<file path="src/rtl/axis_job_feeder.sv">
// axis_job_feeder: takes a wide job word, streams it out as an AXI-Stream frame on m00, then
// collects a fixed-length result frame from s00 into a wide result word that is held until
// the consumer takes it.
//
// Ports:
//   axis_aclk, axis_aresetn            clock, asynchronous active-low reset
//   job_data/job_valid/job_ready       wide job input (word j = bits [j*W +: W])
//   m00_axis_*                         outgoing job stream (tstrb tied to all ones)
//   s00_axis_*                         incoming result stream (tstrb ignored)
//   result_data/result_valid/result_ready  wide result output (word k = bits [k*W +: W])
//   rx_error                           framing error on the held result frame
//   jobs_done                          completed round trips, wraps at 16 bits
module axis_job_feeder #(
  parameter int unsigned C_M_AXIS_TDATA_WIDTH   = 32,
  parameter int unsigned C_S_AXIS_TDATA_WIDTH   = 32,
  parameter int unsigned NUMBER_OF_JOB_WORDS    = 20,
  parameter int unsigned NUMBER_OF_RESULT_WORDS = 8
) (
  input  logic                                                axis_aclk,
  input  logic                                                axis_aresetn,
  input  logic [NUMBER_OF_JOB_WORDS*C_M_AXIS_TDATA_WIDTH-1:0] job_data,
  input  logic                                                job_valid,
  output logic                                                job_ready,
  output logic                                                m00_axis_tvalid,
  output logic [C_M_AXIS_TDATA_WIDTH-1:0]                     m00_axis_tdata,
  output logic [C_M_AXIS_TDATA_WIDTH/8-1:0]                   m00_axis_tstrb,
  output logic                                                m00_axis_tlast,
  input  logic                                                m00_axis_tready,
  output logic                                                s00_axis_tready,
  input  logic [C_S_AXIS_TDATA_WIDTH-1:0]                     s00_axis_tdata,
  input  logic [C_S_AXIS_TDATA_WIDTH/8-1:0]                   s00_axis_tstrb,
  input  logic                                                s00_axis_tlast,
  input  logic                                                s00_axis_tvalid,
  output logic [NUMBER_OF_RESULT_WORDS*C_S_AXIS_TDATA_WIDTH-1:0] result_data,
  output logic                                                result_valid,
  input  logic                                                result_ready,
  output logic                                                rx_error,
  output logic [15:0]                                         jobs_done
);

  localparam int unsigned TXW = (NUMBER_OF_JOB_WORDS > 1) ? $clog2(NUMBER_OF_JOB_WORDS) : 1;
  localparam int unsigned RXW = (NUMBER_OF_RESULT_WORDS > 1) ? $clog2(NUMBER_OF_RESULT_WORDS) : 1;
  localparam logic [TXW-1:0] TX_LAST = TXW'(NUMBER_OF_JOB_WORDS - 1);
  localparam logic [RXW-1:0] RX_LAST = RXW'(NUMBER_OF_RESULT_WORDS - 1);

  localparam logic [2:0] S_IDLE        = 3'd0;
  localparam logic [2:0] S_SEND        = 3'd1;
  localparam logic [2:0] S_WAIT_RESULT = 3'd2;
  localparam logic [2:0] S_DRAIN       = 3'd3;
  localparam logic [2:0] S_HOLD        = 3'd4;

  logic [2:0]                      r_state;
  logic [TXW-1:0]                  r_tx_ptr;
  logic [RXW-1:0]                  r_rx_ptr;
  logic [C_M_AXIS_TDATA_WIDTH-1:0] r_job    [NUMBER_OF_JOB_WORDS];
  logic [C_S_AXIS_TDATA_WIDTH-1:0] r_result [NUMBER_OF_RESULT_WORDS];
  logic                            r_rx_error;
  logic [15:0]                     r_jobs_done;

  logic w_m00_hs;
  logic w_s00_hs;
  logic w_unused_strb;

  // Handshake qualifiers are all decoded from state, so no input reaches a ready/valid output.
  assign job_ready       = (r_state == S_IDLE);
  assign m00_axis_tvalid = (r_state == S_SEND);
  assign m00_axis_tlast  = (r_state == S_SEND) && (r_tx_ptr == TX_LAST);
  assign m00_axis_tdata  = r_job[r_tx_ptr];
  assign m00_axis_tstrb  = '1;
  assign s00_axis_tready = (r_state == S_WAIT_RESULT) || (r_state == S_DRAIN);
  assign result_valid    = (r_state == S_HOLD);
  assign rx_error        = r_rx_error;
  assign jobs_done       = r_jobs_done;

  assign w_m00_hs      = m00_axis_tvalid && m00_axis_tready;
  assign w_s00_hs      = s00_axis_tready && s00_axis_tvalid;
  assign w_unused_strb = ^s00_axis_tstrb;

  always_comb begin
    result_data = '0;
    for (int k = 0; k < int'(NUMBER_OF_RESULT_WORDS); k++) begin
      result_data[k*C_S_AXIS_TDATA_WIDTH +: C_S_AXIS_TDATA_WIDTH] = r_result[k];
    end
  end

  always_ff @(posedge axis_aclk or negedge axis_aresetn) begin
    if (!axis_aresetn) begin
      r_state     <= S_IDLE;
      r_tx_ptr    <= '0;
      r_rx_ptr    <= '0;
      r_rx_error  <= 1'b0;
      r_jobs_done <= '0;
      for (int j = 0; j < int'(NUMBER_OF_JOB_WORDS); j++) r_job[j] <= '0;
      for (int k = 0; k < int'(NUMBER_OF_RESULT_WORDS); k++) r_result[k] <= '0;
    end else begin
      case (r_state)
        S_IDLE: begin
          if (job_valid) begin
            for (int j = 0; j < int'(NUMBER_OF_JOB_WORDS); j++) begin
              r_job[j] <= job_data[j*C_M_AXIS_TDATA_WIDTH +: C_M_AXIS_TDATA_WIDTH];
            end
            // Clear so a short result frame leaves zeros, not the previous frame's words.
            for (int k = 0; k < int'(NUMBER_OF_RESULT_WORDS); k++) r_result[k] <= '0;
            r_rx_error <= 1'b0;
            r_tx_ptr   <= '0;
            r_state    <= S_SEND;
          end
        end
        S_SEND: begin
          if (w_m00_hs) begin
            if (r_tx_ptr == TX_LAST) begin
              r_rx_ptr <= '0;
              r_state  <= S_WAIT_RESULT;
            end else begin
              r_tx_ptr <= r_tx_ptr + 1'b1;
            end
          end
        end
        S_WAIT_RESULT: begin
          if (w_s00_hs) begin
            r_result[r_rx_ptr] <= s00_axis_tdata;
            if (s00_axis_tlast) begin
              r_rx_error <= (r_rx_ptr != RX_LAST);
              r_state    <= S_HOLD;
            end else if (r_rx_ptr == RX_LAST) begin
              // Long frame: buffer is full, swallow the rest up to tlast.
              r_rx_error <= 1'b1;
              r_state    <= S_DRAIN;
            end else begin
              r_rx_ptr <= r_rx_ptr + 1'b1;
            end
          end
        end
        S_DRAIN: begin
          if (w_s00_hs && s00_axis_tlast) r_state <= S_HOLD;
        end
        S_HOLD: begin
          if (result_ready) begin
            r_jobs_done <= r_jobs_done + 16'd1;
            r_state     <= S_IDLE;
          end
        end
        default: r_state <= S_IDLE;
      endcase
    end
  end

endmodule

</file>
<file path="config.mk">
export PLATFORM = sky130hd
export DESIGN_NAME = axis_job_feeder
export DESIGN_NICKNAME = d
export VERILOG_FILES = /design/src/rtl/axis_job_feeder.sv
export SDC_FILE = /design/constraint.sdc
export NUM_CORES = 2
export LEC_CHECK = 0
export BUFFER_PORTS_ARGS = -buffer_cell sky130_fd_sc_hd__buf_4
export CAP_MARGIN = 30
export CORE_AREA = 10 10 376 378
export DETAILED_ROUTE_END_ITERATION = 8
export DIE_AREA = 0 0 386 388
export SKIP_CTS_REPAIR_TIMING = 1
export SYNTH_ARGS = -nofsm -noshare
export SYNTH_HDL_FRONTEND = slang
export SYNTH_SLANG_ARGS = --single-unit
</file>
<file path="constraint.sdc">
create_clock -name axis_aclk -period 2.4 [get_ports axis_aclk]
set_input_delay 0.24 -clock axis_aclk [delete_from_list [all_inputs] [get_ports axis_aclk]]
set_output_delay 0.24 -clock axis_aclk [all_outputs]
set_load 0.005 [all_outputs]
</file>
======== Yosys cells after proc, flatten, opt, wreduce, memory -nomap -nowiden ========
Index checks and enable logic that the tools add are counted.
storage, ports and cells
  register bits after elaboration ......... 924
  bits in latches ......................... 0
  bits in writable memories ............... 0
  bits in read-only memories .............. 0
  bits of input ports ..................... 683
  output and inout port bits .............. 314
  word-level logic and storage cells ...... 108
  memories kept ........................... 0
cells by class
  add/subtract/negate cells ............... 3
  $mul .................................... 0
  divide/modulo/power cells ............... 0
  magnitude comparators ................... 3
  equal/unequal tests ..................... 17
  shifts and indexed selects .............. 0
  muxes and demuxes ....................... 33
  bitwise logic cells ..................... 2
  reduce and logical (&&, ||, !) cells .... 17
operators by type and width
  kind                                                              count
  256-bit two-way mux                                               2
  256-bit one-hot mux with 2 select lines                           1
  256-bit bitwise mux                                               1
  32-bit binary-select mux with 5-bit select                        1
  32-bit demux with 3-bit select                                    1
  32-bit two-way mux                                                3
  3-bit two-way mux                                                 13
  16-bit by 1-bit adder with 16-bit output (second input constant)  1
  5-bit two-way mux                                                 3
  3-bit one-hot mux with 5 select lines                             1
  2-bit != test (second input constant)                             5
  5-bit one-hot mux with 2 select lines                             1
  2-bit by 1-bit != test with 1-bit output (second input constant)  4
  4-bit AND reduction                                               2
  7-bit AND reduction                                               1
  3-bit by 2-bit == test with 1-bit output (second input constant)  2
  3-bit == test (second input constant)                             2
  6-bit greater-or-equal comparator (second input constant)         1
  5-bit inverter with 6-bit output                                  1
  3-bit one-hot mux with 2 select lines                             1
  6-bit AND reduction                                               1
  2-bit nonzero test                                                3
  5-bit by 1-bit adder with 5-bit output (second input constant)    1
  5-bit == test (second input constant)                             1
  other kinds (14)                                                  22

======== Longest topological paths before layout ========
  word-level depth ........................ 8
  depth in mapped cells ................... 9
  mapped depth without buffers ............ 6

======== Worst setup path after synthesis ========
No wires, ideal clock.
  kind .................................... reg2out
  start point ............................. reg r_tx_ptr[0]
  end point ............................... out m00_axis_tdata[10]
  data arrival time ....................... 1552 ps
  data required time ...................... 2160 ps
  slack ................................... 608 ps
  cell stages (with the launch flop) ...... 6
  cells stage by stage .................... dfrtp_1 -> buf_2 -> buf_2 -> mux4_2 -> mux2i_1 -> o211ai_1
on the way
  cells in the longest elaborated chain, start to end .. 4
ends and longest elaborated chain
  what                                                    line  source
  start, declared                                         53    logic [TXW-1:0] r_tx_ptr;
  start signal, assigned                                  115   r_tx_ptr <= r_tx_ptr + 1'b1;
  5-bit inverter with 6-bit output (implied by the code)  68    assign m00_axis_tdata = r_job[r_tx_ptr];
  32-bit binary-select mux with 5-bit select              68
  32-bit two-way mux (implied by the code) (2 in series)  68
  end, declared                                           25    output logic [C_M_AXIS_TDATA_WIDTH-1:0] m00_axis_tdata,
Every way passes these cells. The select of a mux whose other input is x is not followed.

======== Worst setup path in the final report ========
  start point ............................. reg r_tx_ptr[0]
  end point ............................... out m00_axis_tdata[17]
The elaborated chain is that of the path after synthesis.

==> metrics.md <==
| Metric | Value |
|---|---|
| Worst hold path depth | 3 |
| Leakage power | 0.0306 uW |
| Hold WC Path Type | in -> reg |
| EDFF count, synth | 0 |
| Worst r2r src | r_state[1] |
| Hold Path Origin | s00_axis_tdata[18] |
| RSZ-0062 raised after global routing | true |
| R2R setup slack | about 0.20 ns |
| Layout cell share with drive strength beyond 1 | 0.267 |
| Failing checks | setup timing |
| Least-Margin Pin Slew | about 0.77 ns |
| Slowest CP cell | mux4_2 |
| Worst skew pair latency | ~0.74 ns |
| Worst clock skew | around 0.026 ns |
| Final Non-Filler Cells | roughly 7.5k |
| Power Dens Cells | ~1200 mW/mm^2 |
| CTS tree | yes |
| Worst Path Required | ~2.2 ns |
| Io pins | 997 |
| Vias in the first global route | around 34k |
| Layout Nets | between 6k and 7k |
| Reg2reg end | result_data[61] |
| WS Path Type | reg -> out |
| Initial antenna violation count | 27 |
| Global route overflow | 0 |
| H-tree depth | 3 |
| Cells after DPL | 6668 |
| Layout Utilization | 0.458 |
| Synthesis-to-layout area growth | 53.3% |
| Synth Register Bits | between 900 and 1k |
| CP max FO | 12 |
| Mapped Area | 0.0398 sq mm |
| Routed len/inst | 24.5 um |
| Sink Count | 924 |
| Clock buffer depth | 3 |
| Delay-heaviest family, CP | buffers and inverters |
| Fraction of registers with async set/reset | 1.00 |
| Area of the multi-input gates | approximately 0.015 sq mm |
| GRT Util Overall | 0.220 |
| Period utilisation layout | 1.31 |
| Slew Limit Headroom | 0.490 |
| RD Place Congestion | a little over 0.9 |
| DIE WIDTH | 386 um |
| Cell variety after synth | 43 |
| Max-cap viol count | 0 |
| DRT antenna net count | 0 |
| Largest net degree at the start of global routing | 115 |
| VDD IR-drop max | approximately 670 uV |
| Synth warn | 0 |
| Post-Route WL | roughly 180 mm |
| FMAX | approximately 320 MHz |
| Register clock-pin slew on the reported worst setup and hold paths | around 0.06 ns |
| Slew Limit Fails | 0 |
| CP Depth | 7 |
| CP arrival | between 2 and 3 ns |
| Crit path top cell by count | buf_4 |
| Hold_ws | 0.0228 ns |
| Register area share after synthesis | 0.581 |
| Fillers | about 12k |
| Startpoint Class | flop |
| DR iter-0 viols | 3369 |
| WP buf/inv | 4 |
| Initial core utilization | 0.299 |
| Prevailing post-synth register cell | dfrtp_1 |
| DRC Markers | 0 |
| Cells after synthesis | approximately 4.0k |
| CTS root buf | clkbuf_16 |
| Avg Vias per Cell | a little under 5 |
| Status | complete, but fails checks |
| Placeable Area | between 0.1 and 0.15 sq mm |
| Mean post-synth cell area | between 10 and 15 sq um |
| Number of buffers created by CTS | 102 |
| Global-route wire length before repair | around 240 mm |
| PortBufs | about 1000 |
| Critical-path cell list | buf_12 -> buf_6 -> mux4_2 -> mux2i_2 -> buf_4 -> o211ai_1 -> buf_4 |
| Final setup vio count | 33 |
| Vias | between 30k and 40k |
| Final worst setup slack | -0.743 ns |
| Setup crit end kind | output port |
| CP max stage delay | ~0.54 ns |
| Initial DRT Pass Iterations | 6 |
| Standard-cell rows | about 130 |
| R2R depth | 4 |
| Final min period | 3.14 ns |
| Worst Hold Path EP | result_data[146] |
| Reg area | about 0.023 sq mm |
| Die area | 0.150 sq mm |
| Detail Placement HPWL | 133 mm |
| Chip Height | about 390 um |
| Fin. Hold Viols | 0 |
==> metal layers <==
layer	track usage	up-vias	part of all wire
li1	-	16543	-
met1	0.287	18572	0.40
met2	0.355	1775	0.47
met3	0.0445	426	0.077
met4	0.0898	8	0.049
met5	0	-	0.00029
==> synth_stat cells (4+ instances only) <==
cell type,n,area (sq um)
nand2_1,2012,7550
mux4_2,96,2160
and3_1,4,25.0
nand4_1,6,37.5
clkbuf_1,99,372
buf_6,24,270
dfrtp_1,924,23100
o211ai_1,33,248
buf_4,25,188
buf_2,127,636
and2_1,4,25.0
o2bb2ai_1,257,2250
nand3_1,53,265
ha_1,4,50.1
mux2i_1,163,1630
xor2_1,7,61.3
xnor2_1,10,87.6
a22oi_1,64,480
nor2_1,9,33.8
==> final cells by class <==
cell class / instances / share of cell area
well taps: 1768 / 0.0363
clock buffers: 148 / 0.0489
flip-flops and latches: 924 / 0.379
clock inverters: 42 / 0.0106
diodes: 18 / 0.000738
inverters: 2 / 0.000123
multi-input cells: 2764 / 0.253
repair buffers: 1878 / 0.272
==> worst max path at each step <==
stage                               to   startpoint  slack [ns]
floorplan           m00_axis_tdata[10]  r_tx_ptr[0]        0.61
global placement    m00_axis_tdata[15]  r_tx_ptr[1]       -0.16
detailed placement  m00_axis_tdata[17]  r_tx_ptr[1]       -0.17
CTS                 m00_axis_tdata[25]  r_tx_ptr[1]       -1.02
global route        m00_axis_tdata[17]  r_tx_ptr[0]       -0.83
finish              m00_axis_tdata[17]  r_tx_ptr[0]       -0.74
==> state kept, by name, summed over array words and instances, names as in the netlist <==
signal and count:
r_state 3, jobs_done 16, r_tx_ptr 5, result_data 256, rx_error 1, r_rx_ptr 3
r_job 640
==> layout by cell type (no fill, tap or decap), types with 4 or more instances in the layout <==
master / instances
a22oi_1: 64
buf_12: 52
buf_4: 1152
buf_6: 14
buf_8: 4
bufinv_16: 12
clkbuf_1: 20
clkbuf_16: 105
clkbuf_8: 26
clkinv_2: 17
conb_1: 4
dfrtp_1: 921
diode_2: 18
dlygate4sd3_1: 650
ha_1: 4
mux2i_1: 155
mux2i_2: 6
mux4_2: 96
nand2_1: 2008
nand3_1: 44
nand3_2: 10
nand4_1: 6
nor2_1: 7
o211ai_1: 33
o2bb2ai_1: 257
xnor2_1: 10
xor2_1: 7
==> power by group <==
part / switching, uW / total (uW) / internal, uW
Combinational: 16100 / 29200 / 13000
Clock: 6930 / 16900 / 9990
Sequential: 3590 / 24400 / 20800
Total: 26700 / 70500 / 43800
==> worst min-delay path: stages <==
cell,delay (ns)
buf_4,0.11
nand2_1,0.27
o2bb2ai_1,0.10
==> metrics by stage <==
stage | power [uW] | area, sq um | setup TNS (ns) | setup slack (ns)
after CTS | 69100 | 54000 | -28.49 | -1.02
after global routing | 74200 | 61000 | -24.63 | -0.834
after global placement | 51500 | 50400 | -1.49 | -0.163
after detailed placement | 51900 | 50400 | -1.48 | -0.173
after floorplan | 37300 | 39800 | 0 | 0.608
final | 70500 | 61000 | -20.68 | -0.743
==> cells by family (layout without fill, tap and decap cells) <==
kind of cell | after synthesis | after routing | synth area share
compound gates | 363 | 363 | 0.0762
xor+xnor | 17 | 17 | 0.00374
fa+ha+maj | 4 | 4 | 0.00126
buf+inv | 277 | 2070 | 0.0370
flops | 924 | 924 | 0.581
mux | 259 | 259 | 0.0953
other cells | 1 | 22 | 0.0000942
simple gates | 2116 | 2117 | 0.206
(Power assumes the default switching activity.)
